## src/rtl/quad_sample_scheduler.sv

```systemverilog
// quad_sample_scheduler
//
// Periodic sampling controller for the quadrature encoder counters in the
// myo-muscle position path. A programmable down-counter produces a sample
// tick. On each tick all NUM_ENC raw counts are snapshotted in one cycle.
// A single shared subtractor then walks the channels one per cycle to form
// offset-corrected positions and per-period deltas. The results are
// published to the Avalon-MM register bank in one cycle, so software never
// sees a half-updated set.
//
// Parameters:
//   NUM_ENC         number of encoder channels (1..4)
//   DEFAULT_PERIOD  sample period in clk cycles after reset
//
// Ports:
//   clk            system clock
//   reset          asynchronous, active-high reset
//   address        Avalon word address
//   write          Avalon write strobe (zero wait states)
//   writedata      Avalon write data
//   read           Avalon read strobe
//   readdata       Avalon read data, registered, held until the next read
//   waitrequest    high for the first cycle of every read
//   counts         raw signed counts; channel i at bits [32i+31:32i]
//   sample_strobe  one-cycle pulse in the publish cycle
//   irq            interrupt, present only when QUAD_SCHED_IRQ_EN is defined
//
// Register map:
//   0 CTRL    bit0 enable, bit1 irq_en
//   1 PERIOD  values below 16 are clamped to 16; a write restarts the timer
//   2 SEQ     publish count (read-only)
//   3 STATUS  bit0 busy (ro), bit1 overrun (w1c), bit2 irq pending (w1c)
//   4+i POS_i   position (read); any write captures offset_i from counts
//   8+i DELTA_i delta since the previous sample (read-only)
//   other addresses read 32'hDEADBEEF
//
// Build option: define QUAD_SCHED_IRQ_EN to add the interrupt logic and the
// irq port. Without it CTRL bit1 and STATUS bit2 ignore writes and read 0.

module quad_sample_scheduler #(
    parameter int          NUM_ENC        = 2,
    parameter logic [31:0] DEFAULT_PERIOD = 32'd50000
) (
    input  logic                   clk,
    input  logic                   reset,
    input  logic [3:0]             address,
    input  logic                   write,
    input  logic [31:0]            writedata,
    input  logic                   read,
    output logic [31:0]            readdata,
    output logic                   waitrequest,
    input  logic [32*NUM_ENC-1:0]  counts,
    output logic                   sample_strobe
`ifdef QUAD_SCHED_IRQ_EN
    ,
    output logic                   irq
`endif
);

    localparam logic [1:0] S_IDLE    = 2'd0;
    localparam logic [1:0] S_LATCH   = 2'd1;
    localparam logic [1:0] S_DIFF    = 2'd2;
    localparam logic [1:0] S_PUBLISH = 2'd3;

    localparam int               IDX_W      = (NUM_ENC > 1) ? $clog2(NUM_ENC) : 1;
    localparam logic [IDX_W-1:0] LAST_IDX   = IDX_W'(NUM_ENC - 1);
    localparam logic [31:0]      MIN_PERIOD = 32'd16;

    logic [1:0]       state;
    logic [IDX_W-1:0] idx;

    logic             enable;
    logic [31:0]      period;
    logic [31:0]      timer;
    logic             tick;
    logic [31:0]      seq;
    logic             overrun;
    logic             first_sample;
    logic             rd_pending;

    logic [31:0] raw          [NUM_ENC];
    logic [31:0] offset       [NUM_ENC];
    logic [31:0] snap_raw     [NUM_ENC];
    logic [31:0] snap_off     [NUM_ENC];
    logic [31:0] prev_raw     [NUM_ENC];
    logic [31:0] shadow_pos   [NUM_ENC];
    logic [31:0] shadow_delta [NUM_ENC];
    logic [31:0] pos          [NUM_ENC];
    logic [31:0] delta        [NUM_ENC];

    logic        irq_en_bit;
    logic        pending_bit;

    // ------------------------------------------------------------------
    // Bus decode
    // ------------------------------------------------------------------
    logic        wr_en, wr_ctrl, wr_period, wr_status, enable_rise;
    logic [31:0] period_wr;
    logic        chan_ok;

    // Read is stalled exactly one cycle while readdata is being registered.
    assign waitrequest = read & ~rd_pending;
    assign wr_en       = write & ~waitrequest;
    assign wr_ctrl     = wr_en && (address == 4'd0);
    assign wr_period   = wr_en && (address == 4'd1);
    assign wr_status   = wr_en && (address == 4'd3);
    assign enable_rise = wr_ctrl && writedata[0] && !enable;
    assign period_wr   = (writedata < MIN_PERIOD) ? MIN_PERIOD : writedata;
    assign chan_ok     = int'(address[1:0]) < NUM_ENC;

    always_comb begin
        for (int i = 0; i < NUM_ENC; i++) begin
            raw[i] = counts[32*i +: 32];
        end
    end

    // ------------------------------------------------------------------
    // Sample timer
    // ------------------------------------------------------------------
    assign tick = enable && (timer == 32'd0);

    // NOTE: every clocked block uses non-blocking assignments so all flops
    // update from the same pre-edge values, independent of block order.
    always_ff @(posedge clk or posedge reset) begin
        if (reset) begin
            enable <= 1'b0;
            period <= DEFAULT_PERIOD;
            timer  <= DEFAULT_PERIOD - 32'd1;
        end else begin
            if (wr_ctrl) begin
                enable <= writedata[0];
            end
            if (wr_period) begin
                period <= period_wr;
                timer  <= period_wr - 32'd1;
            end else if (!enable || timer == 32'd0) begin
                timer  <= period - 32'd1;
            end else begin
                timer  <= timer - 32'd1;
            end
        end
    end

    // ------------------------------------------------------------------
    // Shared subtractor: one channel per DIFF cycle
    // ------------------------------------------------------------------
    logic [31:0] sel_raw, sel_off, sel_prev, sel_pos, sel_delta;

    // NOTE: every output of a combinational block gets a default before any
    // branch, so no path can leave it unassigned and infer a latch.
    always_comb begin
        sel_raw  = snap_raw[0];
        sel_off  = snap_off[0];
        sel_prev = prev_raw[0];
        for (int i = 0; i < NUM_ENC; i++) begin
            if (idx == IDX_W'(i)) begin
                sel_raw  = snap_raw[i];
                sel_off  = snap_off[i];
                sel_prev = prev_raw[i];
            end
        end
    end

    assign sel_pos   = sel_raw - sel_off;
    assign sel_delta = first_sample ? 32'd0 : (sel_raw - sel_prev);

    // ------------------------------------------------------------------
    // Sequencer and result registers
    // ------------------------------------------------------------------
    // NOTE: the per-channel arrays are small flop banks rather than RAM, so
    // they take the asynchronous reset like any other state.
    always_ff @(posedge clk or posedge reset) begin
        if (reset) begin
            state        <= S_IDLE;
            idx          <= '0;
            seq          <= 32'd0;
            overrun      <= 1'b0;
            first_sample <= 1'b1;
            for (int i = 0; i < NUM_ENC; i++) begin
                offset[i]       <= 32'd0;
                snap_raw[i]     <= 32'd0;
                snap_off[i]     <= 32'd0;
                prev_raw[i]     <= 32'd0;
                shadow_pos[i]   <= 32'd0;
                shadow_delta[i] <= 32'd0;
                pos[i]          <= 32'd0;
                delta[i]        <= 32'd0;
            end
        end else begin
            // Offset capture uses the live count, not the snapshot.
            for (int i = 0; i < NUM_ENC; i++) begin
                if (wr_en && address[3:2] == 2'b01 && address[1:0] == 2'(i)) begin
                    offset[i] <= raw[i];
                end
            end

            // A tick that finds the sequencer busy is dropped; set beats clear.
            if (tick && state != S_IDLE) begin
                overrun <= 1'b1;
            end else if (wr_status && writedata[1]) begin
                overrun <= 1'b0;
            end

            if (enable_rise) begin
                first_sample <= 1'b1;
            end else if (state == S_PUBLISH) begin
                first_sample <= 1'b0;
            end

            case (state)
                S_IDLE: begin
                    if (tick) begin
                        state <= S_LATCH;
                    end
                end
                S_LATCH: begin
                    // Offsets are frozen with the counts, so an offset write
                    // landing here only affects the following sample.
                    for (int i = 0; i < NUM_ENC; i++) begin
                        snap_raw[i] <= raw[i];
                        snap_off[i] <= offset[i];
                    end
                    idx   <= '0;
                    state <= S_DIFF;
                end
                S_DIFF: begin
                    for (int i = 0; i < NUM_ENC; i++) begin
                        if (idx == IDX_W'(i)) begin
                            shadow_pos[i]   <= sel_pos;
                            shadow_delta[i] <= sel_delta;
                            prev_raw[i]     <= sel_raw;
                        end
                    end
                    if (idx == LAST_IDX) begin
                        state <= S_PUBLISH;
                    end else begin
                        idx <= idx + 1'b1;
                    end
                end
                default: begin
                    for (int i = 0; i < NUM_ENC; i++) begin
                        pos[i]   <= shadow_pos[i];
                        delta[i] <= shadow_delta[i];
                    end
                    seq   <= seq + 32'd1;
                    state <= S_IDLE;
                end
            endcase
        end
    end

    assign sample_strobe = (state == S_PUBLISH);

    // ------------------------------------------------------------------
    // Optional interrupt
    // ------------------------------------------------------------------
`ifdef QUAD_SCHED_IRQ_EN
    logic irq_en, irq_pending, irq_en_nxt, irq_pending_nxt;

    always_comb begin
        irq_en_nxt      = wr_ctrl ? writedata[1] : irq_en;
        irq_pending_nxt = irq_pending;
        if (wr_status && writedata[2]) begin
            irq_pending_nxt = 1'b0;
        end
        // A publish in the same cycle as a clear wins.
        if (state == S_PUBLISH) begin
            irq_pending_nxt = 1'b1;
        end
    end

    always_ff @(posedge clk or posedge reset) begin
        if (reset) begin
            irq_en      <= 1'b0;
            irq_pending <= 1'b0;
            irq         <= 1'b0;
        end else begin
            irq_en      <= irq_en_nxt;
            irq_pending <= irq_pending_nxt;
            irq         <= irq_pending_nxt & irq_en_nxt;
        end
    end

    assign irq_en_bit  = irq_en;
    assign pending_bit = irq_pending;
`else
    assign irq_en_bit  = 1'b0;
    assign pending_bit = 1'b0;
`endif

    // ------------------------------------------------------------------
    // Read path
    // ------------------------------------------------------------------
    logic [31:0] rd_mux;

    always_comb begin
        rd_mux = 32'hDEADBEEF;
        case (address)
            4'd0: rd_mux = {30'd0, irq_en_bit, enable};
            4'd1: rd_mux = period;
            4'd2: rd_mux = seq;
            4'd3: rd_mux = {29'd0, pending_bit, overrun, (state != S_IDLE)};
            default: begin
                if (chan_ok && (address[3:2] == 2'b01 || address[3:2] == 2'b10)) begin
                    for (int i = 0; i < NUM_ENC; i++) begin
                        if (address[1:0] == 2'(i)) begin
                            rd_mux = address[3] ? delta[i] : pos[i];
                        end
                    end
                end
            end
        endcase
    end

    always_ff @(posedge clk or posedge reset) begin
        if (reset) begin
            readdata   <= 32'd0;
            rd_pending <= 1'b0;
        end else begin
            rd_pending <= waitrequest;
            if (waitrequest) begin
                readdata <= rd_mux;
            end
        end
    end

endmodule

```

## config.mk

```make
export PLATFORM = sky130hd
export DESIGN_NAME = quad_sample_scheduler
export DESIGN_NICKNAME = d
export VERILOG_FILES = /design/src/rtl/quad_sample_scheduler.sv
export SDC_FILE = /design/constraint.sdc
export NUM_CORES = 2
export LEC_CHECK = 0
export CORE_MARGIN = 2
export CORE_UTILIZATION = 44
export DETAILED_ROUTE_END_ITERATION = 8
export MAX_ROUTING_LAYER = met4
export SYNTH_ARGS = -nofsm -noshare
export SYNTH_HDL_FRONTEND = slang
export SYNTH_SLANG_ARGS = --single-unit
```

## constraint.sdc

```tcl
create_clock -name clk -period 56.5 [get_ports clk]
set_clock_uncertainty 0.2 [all_clocks]
set_input_delay 16.95 -clock clk [delete_from_list [all_inputs] [get_ports clk]]
set_output_delay 16.95 -clock clk [all_outputs]
set_load 0.01 [all_outputs]
```

==> run metrics <==
initial antenna violation count=0; Die Wd=270 um; PortBufs=137; Core ar.=70,100 um2; Crit Path Category=input port to output pin; die area=73,100 um2; CP required=39.35 ns; Via density=5.54; Crit path buffers/inverters=4; Initial Util=0.445; Inserted Clock Buffers=73; Seq pwr share=0.323; pwr dens=65.5 nW/um2; diodes inserted=0; sequential-to-total area share from yosys stat=0.519; most frequent cells after synthesis=631 x dfrtp_1, 517 x nand2_1, 357 x mux2_2; NetSw=944 uW; Final ANT Viol Nets=0; Iter 0 DRT Violations=1,726; arrival time worst endpoint=18.73 ns; Main synth FF type=dfrtp_1; Non-Filler Instances=3,873; Total Routed Length=77.1 mm; Worst Hold Depth=2; Final setup viols=0; total chip power=2350 uW; outcome=complete, no violations; DRC Markers=0; RSZ-0062 raised after global routing=no; Synth area leader=dfrtp_1; Switching Fraction=0.402; top-count cell post-synth=dfrtp_1; post-route cell area=35,800 um2; cell family with most CP delay=buffers and inverters; P_int=1400 uW; slowest CP cell=buf_4; Gate Count Post-Synth=2,795; number of global-route vias before repair=22,000; final net count=3,057; Placer Congestion=0.880; Vias=21,500; clock power share=0.204; Ports=138; #FFs+latches synth=647; worst-skew pair later-pin latency=0.62 ns; syn avg cell area=11.2 um2; pin count of the biggest net entering global routing=187; Min-Delay Path Class=register to register; chip height=270 um; length in cells of the worst reg-to-reg path=12; CTS resizes=0; Comb pwr share=0.472; cell depth of the worst setup path=5; setup TNS=0 ns; Synth cell types=78; clock transition at the registers of the reported paths=0.06 ns; Clock Sinks=647; dpl cells=3,745; Worst Tran Pin Value=1.19 ns; # rows=97; Critical Path Source Type=input port; Final period util=0.635; Post-CTS Setup Bufs=0; Ys Warns=0; EDFF count, synth=0; Post-synth ARST share=1.00; maximum vdd ir drop=0.0000292 V; Worst setup EP type=output pin; fin crit period=35.88 ns; max_cap viols=0; first-pass GRT wire length=125 mm; fill count=6,261; Largest stage delay, worst path=0.54 ns; Slew Viols, Final=0; Cell Area, Synth=31,200 um2; Area Growth Syn to Fin=14.8%; Lkg Pwr=0.0161 uW; Synthesized Nets=2,972; Worst slew margin=0.203; FMAX=0.0279 GHz; maximum fanout along the worst path=69; share of cells above drive strength 1=0.202; routed length per instance=19.9 um; CP most frequent cell=clkdlybuf4s50_1; DP HPWL=52.6 mm; share of the synthesized area in the top cell type=0.506; TritonRoute pass-1 iters=5; gr usage total=0.221; grt ovf=0; CTS root buffer=clkbuf_16; Final Hold Viols=0; cell breakdown of the critical path=clkdlybuf4s50_1, nand2b_2, buf_4, inv_2, clkdlybuf4s50_1; DP Area=33,400 um2; H-tree lvl count=3; Max Root-Sink Buffers=3; Synth area leaders=dfrtp_1 51%, mux2_2 13%, nand2_1 6.2%; CTS Hold Bufs=0; CTS tree=yes
area by class of cell:
cell class / instances / area (um2) / share of cell area
Clock buffer: 101 / 2080 / 0.0581
Inverter: 31 / 124 / 0.00346
Multi-Input combinational cell: 1964 / 14300 / 0.399
Timing Repair Buffer: 163 / 1580 / 0.0441
Clock inverter: 27 / 344 / 0.00960
Sequential cell: 647 / 16200 / 0.453
Tap cell: 940 / 1180 / 0.0328
power groups by stage:
stage / Clock (uW) / Sequential [uW] / Combinational [uW]
finish: 479 / 759 / 1110
global route: 512 / 782 / 1230
floorplan: 0 / 722 / 820
global placement: 0 / 756 / 1080
detailed placement: 0 / 767 / 1100
CTS: 490 / 759 / 1110
stage by stage:
| stage | utilization | setup WS [ns] | hold slack, ns |
|---|---|---|---|
| 3_3_place_gp | 0.476 | 20.64 | 0.255 |
| 5_1_grt | 0.511 | 20.54 | 0.286 |
| 4_1_cts | 0.511 | 20.63 | 0.276 |
| 3_5_place_dp | 0.476 | 20.63 | 0.262 |
| 6_report | 0.511 | 20.62 | 0.272 |
| 2_1_floorplan | - | 21.25 | 0.240 |
kinds of logic (layout without fill, tap and decap cells):
group,Yosys count,count (layout),share of synthesized area
AND/OR/NAND/NOR,838,838,0.119
adder cells (fa/ha/maj),73,73,0.0298
XOR/XNOR,119,119,0.0334
buffers and inverters,184,322,0.0244
multiplexers,474,474,0.180
flip-flops,647,647,0.519
AO/OA/AOI/OAI,460,460,0.0947
cell usage in the layout, fill, tap and decap left out, types with 54 or more instances in the layout:
cell / n
xnor2_1: 73
o21ai_0: 162
clkbuf_16: 73
clkdlybuf4s50_1: 135
nor3_1: 54
mux2i_1: 84
ha_1: 69
nand2_1: 516
dfrtp_1: 630
mux2_2: 357
nor2_1: 112
a21oi_1: 78
routing by layer:
layer / share of wire / track usage
met2: 0.45 / 0.334
met3: 0.036 / 0.0298
met5: 0 / -
met1: 0.49 / 0.315
met4: 0.021 / 0.0534
registers in the layout (all words and copies together) (netlist names), 64 cells and up:
| signal | count |
|---|---|
| delta | 64 |
| offset | 64 |
| pos | 64 |
| prev_raw | 64 |
| shadow_delta | 64 |
| shadow_pos | 64 |
| snap_off | 64 |
| snap_raw | 64 |
worst paths after layout:
check	startpoint	endpoint	slack (ns)
min in group asynchronous	reset	pos[33]$_DFFE_PP0N_	16.75
min	prev_raw[5]$_DFFE_PP0P_	prev_raw[5]$_DFFE_PP0P_	0.27
min reg2reg	prev_raw[5]$_DFFE_PP0P_	prev_raw[5]$_DFFE_PP0P_	0.27
max in group asynchronous	reset	snap_off[15]$_DFFE_PP0P_	36.84
max reg2reg	idx$_DFFE_PP0P_	shadow_delta[25]$_DFFE_PP0P_	51.23
max	read	waitrequest	20.62
worst min-delay path, stage by stage (launching register included):
cell     delay, ns
dfrtp_1       0.34
nand2_1       0.05
nand2_1       0.05
Power figures use the tool's default switching activity.
